`src/rtl/game_ctrl.sv`:
```
// game_ctrl: top-level sequencer for the dinosaur runner.
// Runs the IDLE/RUN/PAUSE/OVER state machine and the per-frame jump schedule.
// Keeps the score and the obstacle speed level; all frame work is gated by frame_tick.
module game_ctrl #(
  parameter int JUMP_FRAMES = 60,
  parameter int SCORE_W     = 16,
  parameter int SPEED_STEP  = 100,
  parameter int MAX_SPEED   = 7
) (
  input  logic               clk,
  input  logic               RESET_N,
  input  logic               frame_tick,
  input  logic               btn_start,
  input  logic               btn_jump,
  input  logic               collision,
  output logic               game_status,
  output logic               game_over,
  output logic               over_pulse,
  output logic               jumping,
  output logic [11:0]        jump_time,
  output logic [11:0]        height,
  output logic [SCORE_W-1:0] score,
  output logic [2:0]         speed_lvl
);

  typedef enum logic [1:0] {
    IDLE  = 2'd0,
    RUN   = 2'd1,
    PAUSE = 2'd2,
    OVER  = 2'd3
  } state_t;

  localparam int STEP_W = (SPEED_STEP > 1) ? $clog2(SPEED_STEP) : 1;
  localparam logic [STEP_W-1:0]  STEP_LAST = STEP_W'(SPEED_STEP - 1);
  localparam logic [2:0]         SPEED_MAX = 3'(MAX_SPEED);
  localparam logic [11:0]        JUMP_LAST = 12'(JUMP_FRAMES);
  localparam logic [SCORE_W-1:0] SCORE_MAX = '1;

  state_t            state;
  logic              btn_start_q;
  logic              btn_jump_q;
  logic              hit;
  logic              jump_req;
  logic [STEP_W-1:0] step_cnt;

  logic        start_edge;
  logic        jump_edge;
  logic [23:0] jt_ext;
  logic [23:0] arc_prod;
  logic [11:0] height_next;

  assign start_edge = btn_start & ~btn_start_q;
  assign jump_edge  = btn_jump & ~btn_jump_q;

  // Parabolic arc: t*(N - t)/6, kept in 24 bits so the products never overflow.
  assign jt_ext      = {12'd0, jump_time};
  assign arc_prod    = jt_ext * 24'(JUMP_FRAMES) - jt_ext * jt_ext;
  assign height_next = 12'(arc_prod / 24'd6);

  // Button history for rising-edge detection, sampled every clock.
  always_ff @(posedge clk or negedge RESET_N) begin
    if (!RESET_N) begin
      btn_start_q <= 1'b0;
      btn_jump_q  <= 1'b0;
    end else begin
      btn_start_q <= btn_start;
      btn_jump_q  <= btn_jump;
    end
  end

  // Height trails jump_time by one clock; a fresh game starts on the ground.
  always_ff @(posedge clk or negedge RESET_N) begin
    if (!RESET_N) begin
      height <= 12'd0;
    end else if (state == IDLE && start_edge) begin
      height <= 12'd0;
    end else begin
      height <= height_next;
    end
  end

  // Game state machine with score, speed, jump schedule and registered status outputs.
  always_ff @(posedge clk or negedge RESET_N) begin
    if (!RESET_N) begin
      state       <= IDLE;
      game_status <= 1'b0;
      game_over   <= 1'b0;
      over_pulse  <= 1'b0;
      jumping     <= 1'b0;
      jump_time   <= 12'd0;
      score       <= '0;
      speed_lvl   <= 3'd0;
      step_cnt    <= '0;
      hit         <= 1'b0;
      jump_req    <= 1'b0;
    end else begin
      over_pulse <= 1'b0;
      case (state)
        IDLE: begin
          if (start_edge) begin
            state       <= RUN;
            game_status <= 1'b1;
            score       <= '0;
            speed_lvl   <= 3'd0;
            step_cnt    <= '0;
            jump_time   <= 12'd0;
            jumping     <= 1'b0;
            hit         <= 1'b0;
            jump_req    <= 1'b0;
          end
        end
        RUN: begin
          if (start_edge) begin
            // The button wins over a coincident tick, which is then dropped.
            state       <= PAUSE;
            game_status <= 1'b0;
            hit         <= 1'b0;
          end else if (frame_tick) begin
            hit      <= 1'b0;
            jump_req <= 1'b0;
            if (hit || collision) begin
              state       <= OVER;
              game_status <= 1'b0;
              game_over   <= 1'b1;
              over_pulse  <= 1'b1;
            end else begin
              if (score != SCORE_MAX) begin
                score <= score + SCORE_W'(1);
              end
              if (step_cnt == STEP_LAST) begin
                step_cnt <= '0;
                if (speed_lvl != SPEED_MAX) begin
                  speed_lvl <= speed_lvl + 3'd1;
                end
              end else begin
                step_cnt <= step_cnt + STEP_W'(1);
              end
              if (jumping) begin
                if (jump_time >= JUMP_LAST) begin
                  jump_time <= 12'd0;
                  jumping   <= 1'b0;
                end else begin
                  jump_time <= jump_time + 12'd1;
                end
              end else if (jump_req) begin
                // Airborne from this frame; the first advance comes on the next tick.
                jumping <= 1'b1;
              end
            end
          end else begin
            if (collision) begin
              hit <= 1'b1;
            end
            if (jump_edge && !jumping) begin
              jump_req <= 1'b1;
            end
          end
        end
        PAUSE: begin
          if (start_edge) begin
            state       <= RUN;
            game_status <= 1'b1;
          end
        end
        OVER: begin
          if (start_edge) begin
            state     <= IDLE;
            game_over <= 1'b0;
          end
        end
        default: begin
          state       <= IDLE;
          game_status <= 1'b0;
          game_over   <= 1'b0;
        end
      endcase
    end
  end

endmodule
```
`config.mk`:
```
export PLATFORM = sky130hd
export DESIGN_NAME = game_ctrl
export DESIGN_NICKNAME = d
export VERILOG_FILES = /design/src/rtl/game_ctrl.sv
export SDC_FILE = /design/constraint.sdc
export NUM_CORES = 1
export LEC_CHECK = 0
export ABC_CLOCK_PERIOD_IN_PS = 23100
export BUFFER_PORTS_ARGS = -buffer_cell sky130_fd_sc_hd__buf_2
export CAP_MARGIN = 25
export CORE_ASPECT_RATIO = 1.75
export CORE_MARGIN = 2
export CORE_UTILIZATION = 30
export DETAILED_ROUTE_END_ITERATION = 6
export PLACE_DENSITY_LB_ADDON = 0.1
export SYNTH_ARGS = -nofsm -noshare
export SYNTH_HDL_FRONTEND = slang
export SYNTH_SLANG_ARGS = --single-unit
export TNS_END_PERCENT = 10
```
`constraint.sdc`:
```
create_clock -name clk -period 23.1 [get_ports clk]
set_input_delay 4.62 -clock clk [delete_from_list [all_inputs] [get_ports clk]]
set_output_delay 4.62 -clock clk [all_outputs]
set_load 0.05 [all_outputs]
```
# Word-level counts from Yosys, hierarchy flattened
# Index checks and enable logic that the tools add are counted.
[totals] regBits=60 in_bits=6 output_inout_bits=47
[classes] n_addsub=5 multipliers=2 n_div=1 order_cmp=1 n_eq_ne=21 muxes=62 bitwise=4 reduce_logical=18
[op_table] op="$mux 12" count=7
[op_table] op="$mux 16" count=5
[op_table] op="$mux 7" count=5
[op_table] op="$pmux 16 s2" count=1
[op_table] op="$div 24x3->24 const B" count=1
[op_table] op="$mul 12x12->24" count=1
[op_table] op="$mux 1" count=24
[op_table] op="$pmux 12 s2" count=1
[op_table] op="$sub 18x24->24" count=1
[op_table] op="$ne 2x2->1 const B" count=10
[op_table] op="$mux 3" count=6
[op_table] op="$add 16x1->16 const B" count=1
[op_table] op="$mul 12x4->16 const B" count=1
[op_table] op="$ne 16x16->1 const B" count=1
[op_table] op="$pmux 7 s2" count=1
[op_table] op="$add 12x1->12 const B" count=1
[op_table] op="$ge 12x6->1 const B" count=1
[op_table] op="$ne 3x3->1 const B" count=4
[op_table] op="$reduce_and 4->1" count=3
[op_table] op="$reduce_and 6->1" count=2
[op_table] op="$mux 2" count=5
[op_table] op="$pmux 1 s2" count=5
[op_table] op="$reduce_and 5->1" count=2
[op_table] op="$add 7x1->7 const B" count=1
[op_table] op="18 further kinds" count=24

# Depth between registers and ports, before layout
[depth] depth_word=7 depth_mapped=55 ltp_nobuf=49

# Worst setup path after synthesis
# OpenSTA, ideal clock, no wires.
[synth_path] path_type="register -> register" start="register jump_time[3]" end="register height[0]" setup_time_ns=0.101 arrival_time_ns=11.944 path_slack_ns=11.055 stages_incl_launch_ff=51 period_less_slack_ns=12.045 cell_sequence="dfrtp_1 clkbuf_1 inv_1 fa_1 inv_1 fa_1 ha_1 a21oi_1 o21bai_1 a21oi_1 o21bai_1 a21oi_1 o21bai_1 a21oi_1 xnor2_1 fa_1 inv_1 fa_1 [15 not listed] nor4_4 or2_1 buf_4 a31oi_1 a32oi_2 nor2_4 o31ai_2 o21ai_1 o211a_1 nor4b_2 a32oi_2 xnor2_1 ha_1 nand3_1 nand2_1 o31ai_1 a221o_1 o32ai_1"
[synth_between] elab_chain_cells=4
[synth_rtl] item="start: declaration" line="20" source="output logic [11:0] jump_time,"
[synth_rtl] item="start signal: assignment" line="143" source="jump_time <= jump_time + 12'd1;"
[synth_rtl] item="$mul 12x12->24 or $mul 12x4->16 (tied branches)" line="57" source="assign arc_prod = jt_ext * 24'(JUMP_FRAMES) - jt_ext * jt_ext;"
[synth_rtl] item="$sub 18x24->24 (*)" line="57"
[synth_rtl] item="$div 24x3->24 (*)" line="58" source="assign height_next = 12'(arc_prod / 24'd6);"
[synth_rtl] item="$mux 12 (*)" line="75" source="end else if (state == IDLE && start_edge) begin"
[synth_rtl] item="end signal: assignment" line="78" source="height <= height_next;"
[synth_rtl] item="end: declaration" line="21" source="output logic [11:0] height,"
# Every way passes the cells marked *; elsewhere a longest branch is shown, timed or not.
# A chain may end at the register's enable or synchronous reset.

# Final worst setup path
[layout_path] start="register jump_time[2]" end="register height[0]"
# Same word-level chain as after synthesis.

==> impl_metrics.ini <==
[setup_path]
worst_ep_required_time_ns = 23.33
start_kind = register
worstPathMaxFanout = 21
path_buf_inv = 3
slowest_stage = dfrtp_1
critical_path.most_common_cell = fa_1
endpoint_kind = register
critPathKind = register to register
reg2reg_slack_ns = 8.69
critPathTopFamily = compound AO/OA/AOI/OAI gates
regToRegEndpoint = height[0]
cp.arrival_ns = 14.63
reg2reg_depth = 44
crit-reg2reg-launch = jump_time[2]
cpPeakStageDelay_ns = 0.92

[layout]
drive_above_1_share = 0.0807
fin_util = 0.330
nets = 1709
area_growth_pct = 8.28
diodes = 0

[clock_tree]
cts_tree = yes
clk_path_buf_depth = 2
holdBufCountCts = 0
root_buffer = clkbuf_16
htreeDepth = 3
clock_sinks = 60
cts_buffers = 9
clk_pin_slew_worst_paths_ns = 0.06
cts_resized = 0
post_cts_buffers = 0
clk-insertion-delay-late_ns = 0.34

[logic_synthesis]
synthMuxAreaShare = 0.00918
yosysMostFrequentCell = inv_1
ys_seq_elements = 60
syn_nets = 1693
synth_compound_area_frac = 0.211
synth_top_area_share = 0.205
synth-simple-area-share = 0.187
ys_types = 99
yosysWarnings = 0
syn_avg_cell_area_um2 = 8.06
netlist_top_cells_count = inv_1 (207), nand2_1 (160), fa_1 (120), nor2_1 (113), ha_1 (112)
syn-cell-area_um2 = 11700
synth_fa_ha_area_frac = 0.326
synth_area_leaders = fa_1 (20%), dfrtp_1 (13%), ha_1 (12%)
netlist_instances = 1455
synth_flop_cell = dfrtp_1
synth_top_family_by_area = adder cells
ys_seq_area_frac = 0.128
synth_xor_area_frac = 0.0515
async_flop_share = 1.00
synth_edf_count = 0
synth_top_cell_by_area = fa_1

[floorplanning]
start_util = 0.304
core_um2 = 38500
ios = 53
die_h_um = 266
dieArea_um2 = 40700
rows = 95
die_width_um = 153

[routing]
vias = 10500
post_drt_wl_per_cell_um = 18.0
drt-initial-drc-count = 468
wirelength_mm = 35.3
drc = 0
firstDrtPassIters = 5
viasPerCell = 5.35
drtAntennaViolNets = 0

[timing]
fin_crit_ns = 14.41
hold_violations = 0
fmax_mhz = 69.4
rsz0062_at_grt = false
finClkSkew_ns = 0.0107
slew_headroom = 0.307
fin_crit_sh = 0.624
worstMarginPinSlew_ns = 1.04
finalMaxSlewViolations = 0
setup_viol = 0
fin_setup_tns_ns = 0

[global_route]
grt_pass1_vias = 11000
overflow = 0
grtUsageTotal = 0.177
antenna_found_initial = 0
grt_pass1_wl_mm = 57.8
grt_max_degree = 61

[min_path]
holdPathStages = 1
hp-start = game_over
holdPathEnd = game_over
hp-class = register to register

[placement]
routabilityCongestion = 0.865
hpwl_mm = 28.7
port_buffers = 52

[outcome]
status = completed

[run]
cap_violations = 0
stage by stage:
| step | instance area (um^2) | setup slack, ns | instances | hold WS, ns |
|---|---|---|---|---|
| 3_5_place_dp | 12400 | 8.88 | 1945 | 0.480 |
| 3_3_place_gp | 12400 | 9.00 | 1945 | 0.465 |
| 5_1_grt | 12700 | 7.59 | 1960 | 0.509 |
| 4_1_cts | 12700 | 8.76 | 1960 | 0.492 |
| 6_report | 12700 | 8.69 | 1960 | 0.492 |
| 2_1_floorplan | 11700 | 11.06 | 1455 | 0.468 |
sequential cells by signal, summed over array words and instances (netlist names), 2 cells and up:
name,count
step_cnt,7
speed_lvl,3
state,2
jump_time,12
score,16
height,12
worst max-delay path by stage:
stage               depth (start not counted)  slack [ns]         to         start
floorplan                                  50       11.06  height[0]  jump_time[3]
global placement                           46        9.00  height[0]  jump_time[2]
detailed placement                         46        8.88  height[0]  jump_time[1]
CTS                                        46        8.76  height[0]  jump_time[1]
global route                               49        7.59  height[0]  jump_time[2]
finish                                     44        8.69  height[0]  jump_time[2]
cell usage in the layout, fill, tap and decap left out, types with 10 or more instances in the layout:
| master | synthesis | final |
|---|---|---|
| inv_1 | 207 | 207 |
| nand2_1 | 160 | 160 |
| fa_1 | 120 | 120 |
| nor2_1 | 113 | 112 |
| ha_1 | 112 | 112 |
| o21ai_0 | 91 | 91 |
| a21oi_1 | 75 | 75 |
| dfrtp_1 | 60 | 60 |
| buf_2 | 17 | 52 |
| nand3_1 | 43 | 43 |
| xnor2_1 | 40 | 40 |
| nor3_1 | 33 | 33 |
| xor2_1 | 29 | 29 |
| a31oi_1 | 17 | 17 |
| nand4_1 | 16 | 16 |
| and3_1 | 15 | 15 |
| o211ai_1 | 14 | 14 |
| a21o_1 | 12 | 12 |
| a211oi_1 | 12 | 12 |
| o21bai_1 | 11 | 11 |
| o31ai_1 | 10 | 10 |
| o21ai_1 | 10 | 10 |
| nor4_1 | 10 | 10 |
| buf_4 | 2 | 10 |
layout make-up:
type	count	area [um^2]
fillers	4128	25800
multi-input cells	1131	9210
flip-flops and latches	60	1500
inverters	207	777
well taps	485	607
repair buffers	62	335
clock buffers	11	243
clock inverters	4	26.3
per-layer routing:
layer  share of wire  GRT usage  wire length (um)
met1            0.37      0.180             13000
met3           0.021     0.0108               749
met2            0.58      0.370             20500
met4           0.030     0.0595              1050
met5               0          0                 0
logic make-up after synthesis:
| family | count (synthesis) |
|---|---|
| adder cells (fa/ha/maj) | 234 |
| multiplexers | 10 |
| AND/OR/NAND/NOR | 460 |
| buffers and inverters | 264 |
| XOR/XNOR | 69 |
| AO/OA/AOI/OAI | 358 |
| flip-flops | 60 |
Power is not shown: default switching activity piles up to over one toggle a cycle in this logic, so the estimate is an artifact.
